`config.mk`:
```
export PLATFORM = sky130hd
export DESIGN_NAME = multiprecision_add_sub_sequencer
export DESIGN_NICKNAME = d
export VERILOG_FILES = /design/src/rtl/multiprecision_add_sub_sequencer.sv
export SDC_FILE = /design/constraint.sdc
export NUM_CORES = 1
export LEC_CHECK = 0
export ABC_AREA = 0
export CAP_MARGIN = 20
export CORE_ASPECT_RATIO = 1.25
export CORE_MARGIN = 4
export CORE_UTILIZATION = 25
export DETAILED_ROUTE_END_ITERATION = 8
export DONT_BUFFER_PORTS = 1
export HOLD_SLACK_MARGIN = 0.12
export PLACE_DENSITY = 0.36
export RECOVER_POWER = 50
export SYNTH_ARGS = -nofsm -noshare
export SYNTH_HDL_FRONTEND = slang
export SYNTH_SLANG_ARGS = --single-unit
```
`constraint.sdc`:
```
create_clock -name clock -period 3 [get_ports clock]
set_input_delay 0.15 -clock clock [delete_from_list [all_inputs] [get_ports clock]]
set_output_delay 0.15 -clock clock [all_outputs]
set_load 0.02 [all_outputs]
```
`src/rtl/multiprecision_add_sub_sequencer.sv`:
```
// Word-serial multiprecision adder/subtractor: one WORD_WIDTH slice per cycle, LSW first,
// carry/borrow chained through a register, ready/valid on both sides.
module multiprecision_add_sub_sequencer #(
  parameter int unsigned WORD_WIDTH = 8,
  parameter int unsigned WORD_COUNT = 4
) (
  input  logic                               clock,
  input  logic                               reset_n,
  input  logic                               input_valid,
  output logic                               input_ready,
  input  logic                               add_sub,
  input  logic                               carry_in,
  input  logic [WORD_WIDTH*WORD_COUNT-1:0]   A_in,
  input  logic [WORD_WIDTH*WORD_COUNT-1:0]   B_in,
  output logic                               output_valid,
  input  logic                               output_ready,
  output logic [WORD_WIDTH*WORD_COUNT-1:0]   sum_out,
  output logic                               carry_out,
  output logic                               overflow_out
);

  localparam int unsigned TOTAL_WIDTH = WORD_WIDTH * WORD_COUNT;
  localparam int unsigned WORD_W1     = WORD_WIDTH + 1;
  localparam int unsigned IDX_W       = (WORD_COUNT > 1) ? $clog2(WORD_COUNT) : 1;
  localparam logic [IDX_W-1:0] LAST_IDX = IDX_W'(WORD_COUNT - 1);

  typedef enum logic [1:0] {IDLE, RUN, DONE} state_e;

  state_e                 state_q, state_d;
  logic [TOTAL_WIDTH-1:0] a_q, a_d, b_q, b_d, acc_q, acc_d, sum_q, sum_d;
  logic                   a_msb_q, a_msb_d, b_msb_q, b_msb_d;
  logic                   sub_q, sub_d, carry_q, carry_d;
  logic                   cout_q, cout_d, ovf_q, ovf_d;
  logic [IDX_W-1:0]       idx_q, idx_d;
  logic [WORD_WIDTH:0]    word_res;
  logic                   last_word;
  logic                   sum_msb;

  assign last_word = (idx_q == LAST_IDX);
  assign sum_msb   = word_res[WORD_WIDTH-1];

  // Operands shift right each RUN cycle so the active word is always the low slice.
  always_comb begin
    if (sub_q) begin
      word_res = {1'b0, a_q[WORD_WIDTH-1:0]} - {1'b0, b_q[WORD_WIDTH-1:0]} - WORD_W1'(carry_q);
    end else begin
      word_res = {1'b0, a_q[WORD_WIDTH-1:0]} + {1'b0, b_q[WORD_WIDTH-1:0]} + WORD_W1'(carry_q);
    end
  end

  always_ff @(posedge clock or negedge reset_n) begin
    if (!reset_n) begin
      state_q <= IDLE;
    end else begin
      state_q <= state_d;
    end
  end

  always_comb begin
    state_d = state_q;
    case (state_q)
      IDLE:    if (input_valid) state_d = RUN;
      RUN:     if (last_word) state_d = DONE;
      DONE:    if (output_ready) state_d = IDLE;
      default: state_d = IDLE;
    endcase
  end

  // Datapath next-state and handshake decodes.
  always_comb begin
    a_d          = a_q;
    b_d          = b_q;
    acc_d        = acc_q;
    a_msb_d      = a_msb_q;
    b_msb_d      = b_msb_q;
    sub_d        = sub_q;
    carry_d      = carry_q;
    idx_d        = idx_q;
    sum_d        = sum_q;
    cout_d       = cout_q;
    ovf_d        = ovf_q;
    input_ready  = (state_q == IDLE);
    output_valid = (state_q == DONE);
    case (state_q)
      IDLE: begin
        if (input_valid) begin
          a_d     = A_in;
          b_d     = B_in;
          a_msb_d = A_in[TOTAL_WIDTH-1];
          b_msb_d = B_in[TOTAL_WIDTH-1];
          sub_d   = add_sub;
          carry_d = carry_in;
          acc_d   = '0;
          idx_d   = '0;
        end
      end
      RUN: begin
        a_d     = a_q >> WORD_WIDTH;
        b_d     = b_q >> WORD_WIDTH;
        acc_d   = (acc_q >> WORD_WIDTH)
                | (TOTAL_WIDTH'(word_res[WORD_WIDTH-1:0]) << (TOTAL_WIDTH - WORD_WIDTH));
        carry_d = word_res[WORD_WIDTH];
        if (last_word) begin
          sum_d  = acc_d;
          cout_d = word_res[WORD_WIDTH];
          if (sub_q) begin
            ovf_d = (a_msb_q != b_msb_q) && (sum_msb != a_msb_q);
          end else begin
            ovf_d = (a_msb_q == b_msb_q) && (sum_msb != a_msb_q);
          end
        end else begin
          idx_d = idx_q + IDX_W'(1);
        end
      end
      default: ;
    endcase
  end

  always_ff @(posedge clock or negedge reset_n) begin
    if (!reset_n) begin
      a_q     <= '0;
      b_q     <= '0;
      acc_q   <= '0;
      a_msb_q <= 1'b0;
      b_msb_q <= 1'b0;
      sub_q   <= 1'b0;
      carry_q <= 1'b0;
      idx_q   <= '0;
      sum_q   <= '0;
      cout_q  <= 1'b0;
      ovf_q   <= 1'b0;
    end else begin
      a_q     <= a_d;
      b_q     <= b_d;
      acc_q   <= acc_d;
      a_msb_q <= a_msb_d;
      b_msb_q <= b_msb_d;
      sub_q   <= sub_d;
      carry_q <= carry_d;
      idx_q   <= idx_d;
      sum_q   <= sum_d;
      cout_q  <= cout_d;
      ovf_q   <= ovf_d;
    end
  end

  assign sum_out      = sum_q;
  assign carry_out    = cout_q;
  assign overflow_out = ovf_q;

endmodule
```
Word level (Yosys, flattened, before mapping). Index checks and enable logic that the tools add are counted.

Register bits: 138. Logic and storage cells: 54. Bits of input ports: 70. Output and inout port bits: 36.

Equality and inequality tests: 10. Add/sub/neg operators: 5. Reduce and logical (&&, ||, !) cells: 9. Muxes and demuxes: 17. Bitwise logic cells: 1.

Operators with widths (count): 32-bit case mux with 2 select lines (3); 32-bit 2-to-1 mux (3); 24-bit by 32-bit bitwise OR with 32-bit output (1); 2-bit 2-to-1 mux (5); 8-bit by 8-bit adder with 9-bit output (1); 9-bit by 1-bit adder with 9-bit output (1); 9-bit 2-to-1 mux (1); 8-bit by 8-bit subtractor with 9-bit output (1); 9-bit by 1-bit subtractor with 9-bit output (1); 2-bit != test, second input constant (3); 2-bit case mux with 3 select lines (1); 2-bit AND reduction (3); 3-bit AND reduction (2); 2-bit == test, second input constant (2); 2-bit case mux with 2 select lines (1); 2-bit by 1-bit adder with 2-bit output, second input constant (1); 2-bit by 1-bit == test with 1-bit output, second input constant (1); 1-bit logical AND (2); 2-bit logical NOT (1); 1-bit 2-to-1 mux (2); 1-bit != test (2); 2-bit by 1-bit != test with 1-bit output, second input constant (1); 1-bit case mux with 2 select lines (1); 2-bit nonzero test (1); 1-bit == test (1).

Longest topological paths before layout.
Word-level depth: 6. Gate-level depth with buffers: 10. Gate-level depth less buffers: 10.

Worst setup path after synthesis. Ideal clock, no wire load.

Path type: reg-to-reg. From: reg a_q[0]. To: reg ovf_q, in the netlist overflow_out. Data required time: 2.920 ns. Clock period less this slack: 2.390 ns. Arrival time: 2.310 ns. Setup slack: 0.610 ns. Path buffers: 0. Cell stages (with the launch flop): 10. Path through: dfrtp_1 > fa_1 > inv_1 > ha_1 > o21ai_0 > a211oi_1 > a211oi_1 > mux2i_1 > or3_1 > o211ai_2.

Longest elaborated chain between the ends: 6.

RTL lines: from (decl) (line 30) `logic [TOTAL_WIDTH-1:0] a_q, a_d, b_q, b_d, acc_q, acc_d, sum_q, sum_d;`; from (signal assigned) (line 121) `a_q <= '0;`; from (signal assigned) (line 133) `a_q <= a_d;`; 8-bit by 8-bit adder with 9-bit output / 8-bit by 8-bit subtractor with 9-bit output (equally long branches) (line 47, 45); 9-bit by 1-bit adder with 9-bit output / 9-bit by 1-bit subtractor with 9-bit output (equally long branches) (line 47, 45); 9-bit 2-to-1 mux * (line 44) `if (sub_q) begin`; 1-bit != test * (line 107, 109); 1-bit logical AND, on equally long branches (line 109, 107); 1-bit 2-to-1 mux * (line 106) `if (sub_q) begin`; to (signal assigned) (line 143) `ovf_q <= ovf_d;`; to (decl) (line 33) `logic cout_q, cout_d, ovf_q, ovf_d;`.

Mark *: on every way between the ends. The rest lies on a longest branch, timed or not. A chain may end at the register's enable or synchronous reset.

Worst setup path in the final report.
From: reg b_q[0]. To: reg carry_q.

Longest elaborated chain between the ends: 4.

RTL lines: from (decl) (line 30); from (signal assigned) (line 122) `b_q <= '0;`; from (signal assigned) (line 134) `b_q <= b_d;`; 8-bit by 8-bit adder with 9-bit output / 8-bit by 8-bit subtractor with 9-bit output (equally long branches) (line 47, 45); 9-bit by 1-bit adder with 9-bit output / 9-bit by 1-bit subtractor with 9-bit output (equally long branches) (line 47, 45); 9-bit 2-to-1 mux * (line 44); 1-bit case mux with 2 select lines * (line 84) `case (state_q)`; to (signal assigned) (line 139) `carry_q <= carry_d;`; to (decl) (line 32) `logic sub_q, sub_d, carry_q, carry_d;`.

Marks and branches as above.

==> implementation parameters <==
Parameter                              Value

Placed design
  HPWL after detailed placement ... 11,800 µm
  Worst setup slack after placement ... 0.283 ns
  Final Wtd Congestion ... 0.740
  Placed cell count ... 975
  DP Area ... 6570 µm²
  IO Port Bufs ... 0

Clock tree
  CTS HTree Levels ... 4
  Clock tree root driver cell ... clkbuf_16
  Clock transition at path regs ... 0.06 ns
  Worst-skew pair later-pin latency ... 0.41 ns
  Clock Sink Count ... 130
  Clock Path Buffers ... 2
  Number of buffers inserted to repair setup after CTS ... 0
  CTS tree ... yes
  Num CTS Buffers ... 17
  Number of hold-repair buffers added at the cts stage ... 67

Routing
  First drt pass iteration count ... 4
  Routed length on met3 ... 804 µm
  Uppermost layer routed ... met4
  Detail-routed via count per cell ... 4.53
  Starting DRC count in detailed routing ... 208
  Total length of routed met2 wires ... 8410 µm
  DRC violations left ... 0
  Count of antenna-violating nets left after detailed routing ... 0
  Overall via count from detail_route ... 4,861
  Routed length on met1 ... 7380 µm
  Routed len/inst ... 15.8 µm
  Routed WL ... 16,900 µm

Worst setup path
  CP endpoint kind ... flop
  Required time at the worst-slack endpoint ... 3.26 ns
  Startpoint of the worst-slack reg-to-reg timing path ... b_q[0]
  R2r endpoint ... carry_q
  Worst-case register-to-register setup slack ... 0.29 ns
  Maximum fanout count along the critical path ... 3
  Depth of the most critical reg-to-reg path ... 8
  Crit Path Class ... flop to flop
  Critical Path AT ... 2.97 ns
  Startpoint kind of the worst setup timing path ... flop

Die
  Core region area ... 24,500 µm²
  Vertical die dimension ... 184 µm
  Number of core rows ... 64
  Initial core utilization ... 0.253
  Die extent in x ... 149 µm
  Die Footprint ... 27,400 µm²
  IO Count ... 106

STA
  Final setup violation count ... 0
  Final worst-path cycle share ... 0.904
  Minimum period implied by the final worst setup slack ... 2.71 ns
  Worst Slack Setup Final ... 0.287 ns
  Setup TNS ... 0 ns
  RSZ-0062 raised after global routing ... false
  Count of pins over their slew limit ... 0
  Worst slew margin relative to its limit ... 0.533
  Slew of the pin with the lowest slew margin ... 0.701 ns
  Setup skew after layout ... 0.0140 ns
  Endpoints failing hold ... 130
  Highest achievable clock rate ... 369 MHz
  Worst hold slack ... -0.561 ns

Worst hold path
  Class of the tightest hold or removal check ... input port to async pin

Finish
  Cell area after layout ... 7790 µm²
  Synth-to-layout area growth ... 25.4%
  Highest-count cells in the layout ignoring fill and taps ... nand2_1, dfrtp_1, dlygate4sd3_1
  Antenna diode count ... 0
  Final design utilization ... 0.318
  Number of standard cells in the layout, taps in and fillers out ... 1,074
  Fin nets ... 827
  Fraction of layout cells with a size suffix above 1 ... 0.101
  Most common cell after layout, fill and taps aside ... nand2_1

Yosys
  Share of flip-flops with an asynchronous set or reset after synthesis ... 1.00
  Cells after Synth ... 677
  Main synth FF type ... dfrtp_1
  Fraction of the yosys area taken by sequential cells ... 0.524
  Synth unique cells ... 44
  Mean instance size in the synthesized netlist ... 9.17 µm²
  Syn nets ... 773
  Number of synthesized register bits ... 130
  Yosys warnings ... 0
  Area contributors post-synth ... dfrtp_1, nand2_1, a31oi_1
  Post-synthesis cell area ... 6210 µm²
  Cell taking the most area after synthesis ... dfrtp_1
  Share of the synthesized area in the top cell type ... 0.524
  Post-synth EDFFs ... 0

Global routing
  Overall overflow remaining after global route ... 0
  First-pass GRT wire length ... 28,000 µm
  Tot GR Track Use ... 0.129
  Number of global-route vias before repair ... 5,202
  Maximum number of pins on one net before global-route repair ... 131
  Initial antenna violation count ... 0

Power
  Leak Pwr ... 3.47 nW
  Logic gate share of total power ... 0.464
  Sequential cell fraction of total power ... 0.344
  Switching share of power ... 0.447
  Peak ir drop on the vdd network ... 436 µV
  Overall power after layout ... 10.0 mW
  Power share of the clock group ... 0.193
  Power density over the cells ... 1290 nW/µm²
  Switching Power ... 4.47 mW
  Internal ... 5.54 mW

Flow run
  Total of max-cap violations ... 0

Outcome
  Run status ... complete, but fails checks
  Failing checks ... negative hold slack
-- cells by family after synthesis --
group / share of synthesized area
AO/OA/AOI/OAI: 0.130
XOR/XNOR: 0.0141
adder cells (fa/ha/maj): 0.0572
buffers and inverters: 0.0447
flip-flops: 0.524
multiplexers: 0.0502
AND/OR/NAND/NOR: 0.180
-- synth_stat cells, types with 6 or more instances --
cell      number
nand2_1      188
dfrtp_1      130
nor2_1        60
o21ai_0       56
a31oi_1       48
clkbuf_1      36
inv_1         28
mux2_2        25
ha_1          22
a21oi_1       10
nand3_1       10
xnor2_1        6
-- layout make-up --
cell class	instances	area (µm²)
clock buffer	19	443
clock inverter	13	101
fill	2645	16700
inverter	29	109
multi-input combinational	477	2690
sequential	130	3250
tap	330	413
timing repair buffer	76	776
-- sequential cells by signal, summed over array words and instances (netlist names) --
| name | count |
|---|---|
| acc_q | 24 |
| overflow_out | 1 |
| carry_q | 1 |
| state_q | 2 |
| carry_out | 1 |
| sub_q | 1 |
| a_q | 32 |
| idx_q | 2 |
| b_q | 32 |
| a_msb_q | 1 |
| sum_out | 32 |
| b_msb_q | 1 |
-- what timing repair did --
| item | 4_1_cts | 5_1_grt |
|---|---|---|
| gates resized for setup | 0 | 0 |
| hold endpoints to repair | 199 | 130 |
| endpoints found under the setup margin | 0 | 0 |
-- worst max-delay path, cell delays in order (launching register included) --
cell	delay [ns]
dfrtp_1	0.40
inv_1	0.08
fa_1	0.44
fa_1	0.41
nand2b_1	0.15
a21oi_1	0.21
o21ai_0	0.21
o41ai_1	0.52
o31ai_1	0.14
-- per-layer routing --
layer	track usage	vias up
li1	-	2384
met1	0.158	2349
met2	0.221	113
met3	0.0315	15
met4	0.0443	0
met5	0	-
-- how the worst max path moves through the flow --
stage,start,to,depth (start not counted)
5_1_grt,b_q[0],carry_q,8
3_5_place_dp,b_q[0],carry_q,8
3_3_place_gp,a_q[0],carry_q,7
2_1_floorplan,a_q[0],overflow_out,9
6_report,b_q[0],carry_q,8
4_1_cts,b_q[0],carry_q,8
-- power groups by stage --
stage	Sequential (mW)	Combinational [mW]	Clock, mW
floorplan	3.25	3.57	0
global placement	3.48	4.59	0
detailed placement	3.50	4.66	0
CTS	3.47	4.75	2.00
global route	3.57	5.38	2.09
finish	3.44	4.64	1.93
(Power assumes the default switching activity.)
